<file path="src/rtl/gl_cmd_writer.sv">
// Host-to-instruction-BRAM ring writer; only packets closed by host_last become visible to fetch.
// Optional statistics counters are enabled with `define GL_CMD_WRITER_STATS_EN.
module gl_cmd_writer #(
  parameter logic [31:0] BASE_ADDR = 32'h0,
  parameter int unsigned DEPTH     = 256,
  parameter int unsigned AW        = 8
) (
  input  logic          clk,
  input  logic          reset_n,
  input  logic          host_valid,
  output logic          host_ready,
  input  logic [31:0]   host_data,
  input  logic          host_last,
  input  logic          host_abort,
  output logic          bram_we,
  output logic [31:0]   bram_addr,
  output logic [31:0]   bram_wdata,
  input  logic [31:0]   fetch_rd_addr,
  output logic [31:0]   commit_addr,
  output logic          inst_avail,
  output logic [AW:0]   occupancy,
  output logic          pkt_err
`ifdef GL_CMD_WRITER_STATS_EN
  ,
  output logic [31:0]   stat_words,
  output logic [31:0]   stat_stall
`endif
);

  typedef enum logic [1:0] {
    IDLE   = 2'd0,
    FILL   = 2'd1,
    COMMIT = 2'd2
  } state_e;

  state_e        state_q, state_d;
  logic [AW-1:0] wr_ptr_q, wr_ptr_d;
  logic [AW-1:0] commit_ptr_q, commit_ptr_d;
  logic          pkt_err_q, pkt_err_d;
  logic          bram_we_q, bram_we_d;
  logic [31:0]   bram_addr_q, bram_addr_d;
  logic [31:0]   bram_wdata_q, bram_wdata_d;
  logic [31:0]   commit_addr_q, commit_addr_d;

  logic [AW-1:0] rd_off;
  logic [AW-1:0] used;
  logic          full;
  logic          hs;

  // AW-bit arithmetic gives the mod-DEPTH wrap for free.
  assign rd_off = AW'(fetch_rd_addr - BASE_ADDR);
  assign used   = wr_ptr_q - rd_off;
  assign full   = (used == AW'(DEPTH - 1));

  assign host_ready = reset_n && !full && (state_q != COMMIT) && !host_abort;
  assign hs         = host_valid && host_ready;

  always_comb begin
    state_d       = state_q;
    wr_ptr_d      = wr_ptr_q;
    commit_ptr_d  = commit_ptr_q;
    pkt_err_d     = pkt_err_q;
    bram_we_d     = 1'b0;
    bram_addr_d   = bram_addr_q;
    bram_wdata_d  = bram_wdata_q;
    commit_addr_d = commit_addr_q;

    if (hs) begin
      bram_we_d    = 1'b1;
      bram_addr_d  = BASE_ADDR + 32'(wr_ptr_q);
      bram_wdata_d = host_data;
      wr_ptr_d     = wr_ptr_q + 1'b1;
    end

    case (state_q)
      IDLE: begin
        if (hs) state_d = host_last ? COMMIT : FILL;
      end
      FILL: begin
        if (host_abort) begin
          wr_ptr_d = commit_ptr_q;
          state_d  = IDLE;
        end else if (full && (rd_off == commit_ptr_q)) begin
          // Ring holds only this packet and fetch is drained: it can never complete.
          pkt_err_d = 1'b1;
          wr_ptr_d  = commit_ptr_q;
          state_d   = IDLE;
        end else if (hs && host_last) begin
          state_d = COMMIT;
        end
      end
      COMMIT: begin
        commit_ptr_d  = wr_ptr_q;
        commit_addr_d = BASE_ADDR + 32'(wr_ptr_q);
        state_d       = IDLE;
      end
      default: state_d = IDLE;
    endcase
  end

  always_ff @(posedge clk or negedge reset_n) begin
    if (!reset_n) begin
      state_q       <= IDLE;
      wr_ptr_q      <= '0;
      commit_ptr_q  <= '0;
      pkt_err_q     <= 1'b0;
      bram_we_q     <= 1'b0;
      bram_addr_q   <= BASE_ADDR;
      bram_wdata_q  <= '0;
      commit_addr_q <= BASE_ADDR;
    end else begin
      state_q       <= state_d;
      wr_ptr_q      <= wr_ptr_d;
      commit_ptr_q  <= commit_ptr_d;
      pkt_err_q     <= pkt_err_d;
      bram_we_q     <= bram_we_d;
      bram_addr_q   <= bram_addr_d;
      bram_wdata_q  <= bram_wdata_d;
      commit_addr_q <= commit_addr_d;
    end
  end

  assign bram_we     = bram_we_q;
  assign bram_addr   = bram_addr_q;
  assign bram_wdata  = bram_wdata_q;
  assign commit_addr = commit_addr_q;
  assign inst_avail  = (rd_off != commit_ptr_q);
  assign occupancy   = {1'b0, used};
  assign pkt_err     = pkt_err_q;

`ifdef GL_CMD_WRITER_STATS_EN
  logic [31:0]   stat_words_q, stat_words_d;
  logic [31:0]   stat_stall_q, stat_stall_d;
  logic [AW-1:0] pkt_len;
  logic [32:0]   words_sum;

  assign pkt_len   = wr_ptr_q - commit_ptr_q;
  assign words_sum = {1'b0, stat_words_q} + 33'(pkt_len);

  always_comb begin
    stat_words_d = stat_words_q;
    stat_stall_d = stat_stall_q;
    if (state_q == COMMIT) stat_words_d = words_sum[32] ? '1 : words_sum[31:0];
    if (host_valid && !host_ready && (stat_stall_q != '1)) stat_stall_d = stat_stall_q + 32'd1;
  end

  always_ff @(posedge clk or negedge reset_n) begin
    if (!reset_n) begin
      stat_words_q <= '0;
      stat_stall_q <= '0;
    end else begin
      stat_words_q <= stat_words_d;
      stat_stall_q <= stat_stall_d;
    end
  end

  assign stat_words = stat_words_q;
  assign stat_stall = stat_stall_q;
`endif

endmodule

</file>
<file path="config.mk">
export PLATFORM = sky130hd
export DESIGN_NAME = gl_cmd_writer
export DESIGN_NICKNAME = d
export VERILOG_FILES = /design/src/rtl/gl_cmd_writer.sv
export SDC_FILE = /design/constraint.sdc
export NUM_CORES = 1
export LEC_CHECK = 0
export CAP_MARGIN = 10
export CORE_UTILIZATION = 40
export DETAILED_ROUTE_END_ITERATION = 6
export HOLD_SLACK_MARGIN = 0.12
export PLACE_DENSITY = 0.82
export SLEW_MARGIN = 15
export SYNTH_ARGS = -nofsm -noshare
export SYNTH_HDL_FRONTEND = slang
export SYNTH_SLANG_ARGS = --single-unit
</file>
<file path="constraint.sdc">
create_clock -name clk -period 3.1 [get_ports clk]
set_input_delay 0.31 -clock clk [delete_from_list [all_inputs] [get_ports clk]]
set_output_delay 0.31 -clock clk [all_outputs]
set_load 0.05 [all_outputs]
</file>
# Yosys cells after proc, flatten, opt, wreduce, memory -nomap -nowiden
# Index checks and enable logic that the tools add are counted.
[word_totals]
register_bits = 60
in_bits = 69
out_inout_bits = 109
elab_cells = 40
[classes]
addsub = 2
n_eq_ne = 8
mux = 11
bitwise_logic = 1
reduce_logical = 11
[op_table]
columns = ["operator", "n"]
rows = [
  ["$mux W8", 4],
  ["$mux W2", 5],
  ["$add A8 B1 Y8 const B", 1],
  ["$eq A8 B8 Y1", 1],
  ["$eq A8 B8 Y1 const B", 1],
  ["$ne A8 B8 Y1", 1],
  ["$sub A8 B8 Y8", 1],
  ["$logic_and A1 B1 Y1", 6],
  ["$ne A2 B2 Y1 const B", 2],
  ["$ne A4 B4 Y1 const B", 1],
  ["$pmux W2 S2", 1],
  ["$reduce_and A3 Y1", 1],
  ["$eq A2 B1 Y1 const B", 1],
  ["$eq A2 B2 Y1 const B", 1],
  ["$logic_not A1 Y1", 2],
  ["$logic_not A2 Y1", 1],
  ["$reduce_and A2 Y1", 1],
  ["$mux W1", 1],
  ["$not A1 Y1", 1],
]

# Depth between registers and ports, before layout
[depth]
word_depth = 12
depth_mapped = 14
ltp_nobuf = 12

# Worst setup path after synthesis
# OpenSTA, ideal clock, no wires.
[synth_timing]
path_kind = "register -> register"
from = "register wr_ptr_q[0]"
to = "register bram_wdata_q[10], in the netlist bram_wdata[10]"
setup_ps = 125
arrival_time_ps = 3443
required_time_ps = 2975
path_slack_ps = -468
stages_incl_launch_ff = 15
n_path_buf = 3
period_less_slack_ps = 3568
cell_sequence = "dfrtp_1 > inv_1 > ha_1 > inv_1 > fa_1 > a211oi_1 > nor2_1 > o311ai_2 > and4bb_1 > buf_6 > a21o_4 > inv_4 > buf_12 > buf_12 > mux2_4"
[synth_via]
elab_chain_len = 7
[synth_lines]
columns = ["item", "line_no", "text"]
rows = [
  ["from (decl)", "37", "logic [AW-1:0] wr_ptr_q, wr_ptr_d;"],
  ["from (signal assigned)", "113", "wr_ptr_q <= wr_ptr_d;"],
  ["$sub A8 B8 Y8", "52", "assign used = wr_ptr_q - rd_off;"],
  ["via occupancy[6]", "21", "output logic [AW:0] occupancy,"],
  ["$eq A8 B8 Y1", "53", "assign full = (used == AW'(DEPTH - 1));"],
  ["$logic_not A1 Y1", "55", "assign host_ready = reset_n && !full && (state_q != COMMIT) && !host_abort;"],
  ["$logic_and A1 B1 Y1 (3 in series)", "55", ""],
  ["$logic_and A1 B1 Y1", "56", "assign hs = host_valid && host_ready;"],
  ["to (signal assigned)", "118", "bram_wdata_q <= bram_wdata_d;"],
  ["to (decl)", "42", "logic [31:0] bram_wdata_q, bram_wdata_d;"],
]
# The timed path passes the listed nets, and every way through them passes these cells.
# A chain may end at the register's enable or synchronous reset.

# Worst setup path in the final report
[layout_timing]
from = "register wr_ptr_q[0]"
to = "output host_ready"
[layout_via]
elab_chain_len = 6
[layout_lines]
columns = ["item", "line_no", "text"]
rows = [
  ["$sub A8 B8 Y8", "52", ""],
  ["$eq A8 B8 Y1", "53", ""],
  ["$logic_not A1 Y1", "55", ""],
  ["$logic_and A1 B1 Y1 (3 in series)", "55", ""],
  ["to (decl)", "11", "output logic host_ready,"],
]
# No other way between the ends.

==> results.toml <==
[power_and_ir_drop]
p_int_mw = 2.85
clockPowerShare_pct = 12.5
p_leak_nw = 2.27
power_frac_comb_pct = 63.9
p_sw_share_pct = 47.1
p_sw_mw = 2.53
vdd_drop_max_v = 0.000557
powerDensity_nw_per_um2 = 1060
seq_power_share_pct = 23.7

[setup_path]
crit_top_cell = "inv_2"
slowest_stage = "dfrtp_1"
worstPathArrival_ns = 2.72
worstReg2RegEnd = "bram_wdata[31]"
worst_setup_path_end_kind = "output port"
path_max_fanout = 3
r2r-start = "wr_ptr_q[0]"
rr_worst_depth = 13
slowest_delay_ns = 0.41
crit_required_ns = 2.79
ff2ff_setup_slack_ns = 0.10
crit_type = "reg -> out"
cp_cell_sequence = "inv_2 -> ha_4 -> inv_2 -> fa_2 -> a211oi_4 -> nor2_4 -> o311ai_4 -> and4bb_2 -> buf_6 -> nand2_2 -> and2_4 -> buf_8"
start_kind = "flip-flop"

[sta]
min_period_ns = 3.03
rsz0062_at_grt = "no"
fmax_mhz = 330
setup_violations = 0
slew_viol_final = 0
skew_ns = 0.00559
worstMarginPinSlew_ns = 0.748
final.setup.tns_ns = 0
maxSlewHeadroom_pct = 50.2
hold_viol_final = 0
min_period_over_period_pct = 97.8
holdWs_ns = 0.150

[cells_and_area]
final_common_cell = "clkdlybuf4s50_1"
fillers = 654
drive_gt1_share_pct = 29.5
multiInputGateArea_um2 = 1760
mostFrequentLayoutCells = "clkdlybuf4s50_1, dfrtp_1, conb_1"
nets = 532
syn_to_final_growth_pct = 45.9
diodes = 0
final-seq-area_um2 = 1500

[routing]
dr.pass1.iters = 4
totalWireLength_mm = 7.80
drc_errors = 0
dr_total_vias = 2651
antenna_left = 0
viasPerCell = 4.72
initialDrtViolationCount = 72
avgRoutedWirePerCell_um = 13.9

[global_route]
antenna_found_initial = 0
grt_max_degree = 61
grt_use_total_pct = 18.2
grt_pass1_vias = 2623
grt_overflow = 0
grt_pass1_wl_mm = 12.5

[floorplan]
start_util_pct = 41.9
die_w_um = 95.3
ioPinCount = 178
die_h_um = 95.3
rows = 33
dieArea_um2 = 9080
core_um2 = 8300

[job]
cap_violations = 0

[logic_synthesis]
ys_ff_latch = 60
syn_area_um2 = 3480
synth_area_leaders = "dfrtp_1, buf_4, mux2_4, mux2_2, xnor2_1"
yosys.area.top_type_share_pct = 43.1
yosysUniqueCellTypes = 51
seq_area_frac_synth_pct = 43.1
synth_edf_count = 0
syn_inst = 305
synthFlopType = "dfrtp_1"
yosys.area.top_type = "dfrtp_1"
ys_warn_count = 0
synth_area_per_cell_um2 = 11.4
synthArstFlopShare_pct = 100

[cts]
cts.sinks = 60
htree_levels = 3
path_clk_slew_ns = 0.07
numCtsBuffers = 9
hold_buffers = 0
insertion_delay_ns = 0.34
clk_path_buf_depth = 2
ctsRootBufferMaster = "clkbuf_8"
cts_tree = "yes"

[status]
status = "complete, no violations"

[worst_hold_path]
holdCritPathClass = "in -> async"

[place]
hpwlAfterDp_mm = 5.88
gp_congestion = 0.864
port_buffers = 104
## stage by stage
stage                     setup WS, ns  cell area [um2]  power (mW)  util (%)  std cells
after detailed placement        -0.112             4740        4.50      57.1        541
after floorplan                -0.0704             3710        3.33         -        353
after CTS                     -0.00617             4990        5.29      60.2        562
final                           0.0686             5080        5.38      61.2        562
after global placement         -0.0812             4740        4.44      57.1        541
after global routing           0.00104             5080        5.66      61.2        562
## cell usage after synthesis (all sizes together) (2+ instances only)
| cell type | instances |
|---|---|
| a211oi | 5 |
| nand2 | 13 |
| nor3 | 4 |
| a211o | 2 |
| mux2 | 45 |
| o21ai | 9 |
| a21o | 3 |
| a21oi | 14 |
| and2 | 2 |
| dfrtp | 60 |
| inv | 18 |
| xnor2 | 13 |
| nor2 | 13 |
| or3b | 2 |
| nand2b | 2 |
| nand4 | 3 |
| buf | 56 |
| xor2 | 2 |
| ha | 9 |
| nand3 | 5 |
| and3 | 3 |
| nor3b | 2 |
## power groups by stage
stage               Clock (mW)  Combinational [mW]  Sequential, mW
global route             0.719                3.62            1.31
global placement             0                3.17            1.26
floorplan                    0                1.43            1.90
finish                   0.671                3.44            1.27
CTS                      0.685                3.34            1.26
detailed placement           0                3.22            1.28
## per-layer routing
layer	vias to the layer above	GRT usage [%]	share of wire, %
li1	1243	-	-
met2	119	29.6	49
met3	12	5.66	8.3
met1	1277	22.5	41
met4	0	7.07	1.5
met5	-	0	0
## flip-flops by register name, summed over array words and instances, names as in the netlist
| name | count |
|---|---|
| bram_wdata | 32 |
| commit_addr | 8 |
| bram_addr | 8 |
| bram_we | 1 |
| pkt_err | 1 |
| wr_ptr_q | 8 |
| state_q | 2 |
## worst max-delay path by stage
stage | startpoint | to | slack [ns] | depth (start not counted)
global placement | fetch_rd_addr[0] | bram_wdata[15] | -0.08 | 12
finish | wr_ptr_q[0] | host_ready | 0.07 | 12
floorplan | wr_ptr_q[0] | bram_wdata[10] | -0.07 | 14
global route | wr_ptr_q[0] | host_ready | 0.001 | 12
detailed placement | fetch_rd_addr[0] | bram_wdata[28] | -0.11 | 12
CTS | wr_ptr_q[0] | host_ready | -0.006 | 12
## logic make-up (layout without fill, tap and decap cells)
group,after synthesis,in the layout,share of synthesized area [%]
buffers and inverters,75,179,15.4
flip-flops,60,60,43.1
AND/OR/NAND/NOR,56,56,8.59
multiplexers,46,46,17.0
AO/OA/AOI/OAI,42,42,8.20
XOR/XNOR,15,15,3.78
adder cells (fa/ha/maj),10,10,3.81
other,1,49,0.108
## worst max-delay path: cells and delay by family, from the launching register on
kind / cells / cell delay (ns)
simple gates: 4 / 0.57
fa+ha+maj: 2 / 0.50
compound gates: 2 / 0.50
flops: 1 / 0.41
buf+inv: 4 / 0.39
## cell type report
cell class | instances | share of cell area [%]
well taps | 105 | 2.59
clock inverters | 6 | 1.31
clock buffers | 9 | 2.44
flip-flops and latches | 60 | 29.6
repair buffers | 146 | 28.0
multi-input cells | 218 | 34.7
inverters | 18 | 1.38
## timing repair
action,4_1_cts,5_1_grt
pin swaps,7,10
setup endpoints to repair,1,33
gates resized for setup,7,14
buffers inserted,7,0
Power figures use the tool's default switching activity.
